## config.mk

```make
export PLATFORM = sky130hd
export DESIGN_NAME = pwm_capture
export DESIGN_NICKNAME = d
export VERILOG_FILES = /design/src/rtl/pwm_pkg.sv /design/src/rtl/pwm_edge_detect.sv /design/src/rtl/pwm_capture.sv
export SDC_FILE = /design/constraint.sdc
export NUM_CORES = 1
export LEC_CHECK = 0
export CORE_MARGIN = 1
export CORE_UTILIZATION = 45
export DETAILED_ROUTE_END_ITERATION = 6
export PLACE_DENSITY_LB_ADDON = 0.25
export SYNTH_ARGS = -nofsm -noshare
export SYNTH_HDL_FRONTEND = slang
export SYNTH_SLANG_ARGS = --single-unit
```

## constraint.sdc

```tcl
create_clock -name clock -period 2.05 [get_ports clock]
set_input_delay 0.41 -clock clock [delete_from_list [all_inputs] [get_ports clock]]
set_output_delay 0.41 -clock clock [all_outputs]
set_load 0.02 [all_outputs]
```

## src/rtl/pwm_pkg.sv

```systemverilog
// Shared definitions for the PWM capture path.
// The default width is the same one the PWM generator uses.
package pwm_pkg;

    localparam int DEFAULT_WIDTH = 8;
    localparam int MAX_COUNT     = (1 << DEFAULT_WIDTH) - 1;

    typedef enum logic {
        IDLE    = 1'b0,
        MEASURE = 1'b1
    } state_e;

endpackage

```

## src/rtl/pwm_edge_detect.sv

```systemverilog
// Input synchronizer and rising-edge detector for the PWM capture input.
// The s_o and rise_o outputs are registered together, so they always refer to the same sample.
module pwm_edge_detect #(
    parameter int SYNC_STAGES = 2
) (
    input  logic clock,
    input  logic in_i,
    output logic s_o,
    output logic rise_o
);

    logic s;
    logic s_q;
    logic rise_q;

    generate
        if (SYNC_STAGES == 0) begin : g_nosync
            assign s = in_i;
        end else begin : g_sync
            logic [SYNC_STAGES-1:0] sync_q;
            always_ff @(posedge clock) begin
                sync_q[0] <= in_i;
                for (int i = 1; i < SYNC_STAGES; i++) begin
                    sync_q[i] <= sync_q[i-1];
                end
            end
            assign s = sync_q[SYNC_STAGES-1];
        end
    endgenerate

    // Left out of reset: a line that is high through reset must not produce a false rise afterwards.
    always_ff @(posedge clock) begin
        s_q    <= s;
        rise_q <= s & ~s_q;
    end

    assign s_o    = s_q;
    assign rise_o = rise_q;

endmodule

```

## src/rtl/pwm_capture.sv

```systemverilog
// Measures the period and high time of an incoming PWM waveform in clock cycles.
// Each measurement covers the window from one rising edge up to the next.
module pwm_capture
    import pwm_pkg::*;
#(
    parameter int WIDTH       = DEFAULT_WIDTH,
    parameter int SYNC_STAGES = 2
) (
    input  logic             clock,
    input  logic             reset,
    input  logic             io_en,
    input  logic             io_in,
    output logic [WIDTH-1:0] io_period,
    output logic [WIDTH-1:0] io_duty,
    output logic             io_valid,
    output logic             io_timeout,
    output logic [WIDTH-1:0] io_count
);

    localparam logic [WIDTH-1:0] CNT_MAX = {WIDTH{1'b1}};

    logic s;
    logic rise;

    state_e           state_q,      state_d;
    logic [WIDTH-1:0] cnt_period_q, cnt_period_d;
    logic [WIDTH-1:0] cnt_high_q,   cnt_high_d;
    logic [WIDTH-1:0] period_q,     period_d;
    logic [WIDTH-1:0] duty_q,       duty_d;
    logic             valid_q,      valid_d;
    logic             timeout_q,    timeout_d;

    pwm_edge_detect #(
        .SYNC_STAGES(SYNC_STAGES)
    ) u_edge (
        .clock (clock),
        .in_i  (io_in),
        .s_o   (s),
        .rise_o(rise)
    );

    always_comb begin
        state_d      = state_q;
        cnt_period_d = cnt_period_q;
        cnt_high_d   = cnt_high_q;
        period_d     = period_q;
        duty_d       = duty_q;
        valid_d      = 1'b0;
        timeout_d    = timeout_q;

        if (!io_en) begin
            state_d      = IDLE;
            cnt_period_d = '0;
            cnt_high_d   = '0;
        end else begin
            case (state_q)
                IDLE: begin
                    if (rise) begin
                        state_d      = MEASURE;
                        cnt_period_d = WIDTH'(1);
                        cnt_high_d   = WIDTH'(1);
                    end
                end
                MEASURE: begin
                    if (rise) begin
                        period_d     = cnt_period_q;
                        duty_d       = cnt_high_q;
                        valid_d      = 1'b1;
                        timeout_d    = 1'b0;
                        cnt_period_d = WIDTH'(1);
                        cnt_high_d   = WIDTH'(1);
                    end else if (cnt_period_q < CNT_MAX) begin
                        cnt_period_d = cnt_period_q + WIDTH'(1);
                        cnt_high_d   = cnt_high_q + {{(WIDTH-1){1'b0}}, s};
                    end else begin
                        // No edge for a full counter range: give up and wait for a fresh rise.
                        state_d      = IDLE;
                        timeout_d    = 1'b1;
                        cnt_period_d = '0;
                        cnt_high_d   = '0;
                    end
                end
                default: state_d = IDLE;
            endcase
        end
    end

    always_ff @(posedge clock) begin
        if (reset) begin
            state_q      <= IDLE;
            cnt_period_q <= '0;
            cnt_high_q   <= '0;
            period_q     <= '0;
            duty_q       <= '0;
            valid_q      <= 1'b0;
            timeout_q    <= 1'b0;
        end else begin
            state_q      <= state_d;
            cnt_period_q <= cnt_period_d;
            cnt_high_q   <= cnt_high_d;
            period_q     <= period_d;
            duty_q       <= duty_d;
            valid_q      <= valid_d;
            timeout_q    <= timeout_d;
        end
    end

    assign io_period  = period_q;
    assign io_duty    = duty_q;
    assign io_valid   = valid_q;
    assign io_timeout = timeout_q;
    assign io_count   = cnt_period_q;

endmodule

```

==> run_results.csv <==
group,metric,value,unit
status,status,"finished clean",
finish,final_nets,189,
die,num_io_pins,30,
sta,final-setup-viol-count,0,
critical_path,crit_start,"io_count[2]",
critical_path,crit_chain,"clkdlybuf4s50_1",
global_route,grt_max_degree,18,
detailed_routing,dr.pass1.iters,4,
sta,hold_slack,350,ps
sta,timing.fmax,527,MHz
clock_tree,htreeDepth,2,
power,p_per_area,749,nW/um^2
finish,final_cell_mix,"39 x dfxtp_1, 29 x clkdlybuf4s50_1, 19 x a22o_1, 14 x nand2_1, 9 x a21oi_1",
detailed_routing,routed_wirelength,3150,um
global_route,grt.total_usage,20.8,%
clock_tree,cts_root_buffer,"clkbuf_4",
critical_path,path_max_fanout,8,
power,combPwrFrac,3.5,%
die,initial_core_util,47.8,%
logic_synthesis,syn_inst,145,
placement,dp_slack,41.8,ps
critical_path,cp.buffers_inverters,1,
clock_tree,clkLatencyLatePin,340,ps
critical_path,worstPathArrival,1490,ps
sta,report.final.slew_viol_count,0,
sta,worst_pin_slew,325,ps
detailed_routing,wl_per_cell,13.9,um
detailed_routing,drc,0,
sta,period_needed,1900,ps
logic_synthesis,avgSynthCellArea,10.1,um^2
clock_tree,clkSlewWorstSetupHoldPaths,110,ps
logic_synthesis,ys.flop_type,"dfxtp_1",
critical_path,cpLargestDelayFamily,"buffers and inverters",
detailed_routing,vias_per_cell,5.51,
finish,nFillCells,277,
min_path,hp-class,"reg2reg",
job,maxCapViolations,0,
sta,hold_viol,0,
critical_path,endpoint_kind,"output pin",
placement,gp_congestion,0.847,
power,power_frac_clock,43.4,%
power,peakVddDrop,0.549,mV
sta,grt_setup_unrepaired,"no",
logic_synthesis,syn_nets,152,
placement,dpl.hpwl,2270,um
power,seq_power_share,53.1,%
sta,skew,2.78,ps
die,core_area,3080,um^2
detailed_routing,route.vias.total,1250,
finish,multiInputGateArea,646,um^2
power,p_leak,0.722,nW
detailed_routing,ant_nets,0,
finish,syn2layout_area_growth,31.5,%
power,p_total,1.45,mW
critical_path,slowest_stage,"clkdlybuf4s50_1",
finish,final_common_cell,"dfxtp_1",
finish,ff_latch_area,781,um^2
min_path,hp-start,"u_edge.g_sync.sync_q[0]",
clock_tree,cts_resized,0,
critical_path,cp.required,1640,ps
sta,min_period_over_period,92.6,%
finish,diodes,0,
clock_tree,clock_path_buffers,2,
clock_tree,postCtsSetupRepairBufs,0,
sta,tns,0,ps
clock_tree,cts_tree,"yes",
clock_tree,cts_hold_buf,0,
power,p_sw_share,19.5,%
logic_synthesis,ys.warnings.count,0,
logic_synthesis,synth-edff-count,0,
clock_tree,cts_made_buffers,5,
critical_path,setup.worst_path.class,"reg2out",
critical_path,critPathMaxStageDelay,660,ps
power,power.internal,1.17,mW
detailed_routing,dr.first_iter.drc_count,41,
logic_synthesis,seq_area_frac_synth,53.1,%
logic_synthesis,netlist_area,1470,um^2
die,rows,20,
global_route,grt_overflow_total,0,
logic_synthesis,ys_seq_elements,39,
logic_synthesis,synthArstFlopShare,0,%
global_route,grt_pass1_vias,1177,
logic_synthesis,yosys.cell_types.count,35,
die,die_y,59.2,um
clock_tree,cts_sinks,39,
die,die_width,59.2,um
critical_path,critPathLaunchType,"register",
finish,drive_above_1_share,9.29,%
sta,setup_ws,152,ps
finish,final_util,62.8,%
die,dieArea,3500,um^2
power,netSwitchingPower,283,uW
global_route,grt_pass1_wl,5290,um
global_route,antenna_found_initial,0,
critical_path,reg2reg_from,"io_count[1]",
placement,io_buffers,29,
sta,maxSlewHeadroom,78.3,%
[per-layer routing]
metal | track usage (%) | vias up | wire (um)
met3 | 6.99 | 5 | 152
met5 | 0 | - | 0
met2 | 33.4 | 37 | 1520
met4 | 9.18 | 0 | 45
met1 | 25.2 | 598 | 1430
li1 | - | 610 | -
[final timing paths]
kind / end / slack [ps] / cells after the start
worst min-delay path: u_edge.g_sync.sync_q[1] / 350 / 0
worst max-delay path: io_count[2] / 150 / 1
worst min register to register: u_edge.g_sync.sync_q[1] / 350 / 0
worst max register to register: cnt_high_q[5] / 330 / 5
[through the flow]
stage,area [um^2],instances
floorplan,1470,145
global placement,1830,219
detailed placement,1830,219
CTS,1930,227
global route,1930,227
finish,1930,227
[power groups by stage]
| stage | sequential (mW) | clock (mW) | combinational, mW |
|---|---|---|---|
| global route | 0.770 | 0.679 | 0.0558 |
| finish | 0.769 | 0.629 | 0.0505 |
| detailed placement | 0.786 | 0 | 0.0504 |
| global placement | 0.786 | 0 | 0.0490 |
| CTS | 0.769 | 0.639 | 0.0506 |
| floorplan | 0.787 | 0 | 0.0267 |
[synthesized netlist by cell type (3+ instances only)]
master / count / area (um^2)
a21oi_1: 9 / 45.0
a22o_1: 19 / 166
nand3_1: 8 / 40.0
dfxtp_1: 39 / 781
nor2_1: 8 / 30.0
nand2_1: 14 / 52.6
and3_1: 4 / 25.0
a31oi_1: 6 / 37.5
ha_1: 3 / 37.5
[cell families (layout without fill, tap and decap cells)]
kind of cell	Yosys count	in the layout	share of synthesized area, %
flops	39	39	53.1
compound gates	44	44	22.8
simple gates	47	47	16.2
xor+xnor	4	4	2.38
fa+ha+maj	3	3	2.55
buf+inv	8	46	2.98
[final cells by class]
class	count	share of cell area [%]
flip-flops and latches	39	40.4
multi-input cells	98	33.4
repair buffers	36	17.7
clock inverters	2	3.11
well taps	44	2.85
clock buffers	6	2.14
inverters	2	0.388
[state kept, by name, summed over array words and instances, names as in the netlist]
name / flops
u_edge.s_o: 1
io_valid: 1
io_timeout: 1
io_duty: 8
state_q: 1
io_count: 8
io_period: 8
cnt_high_q: 8
u_edge.rise_o: 1
u_edge.g_sync.sync_q: 2
Power figures use the tool's default switching activity.
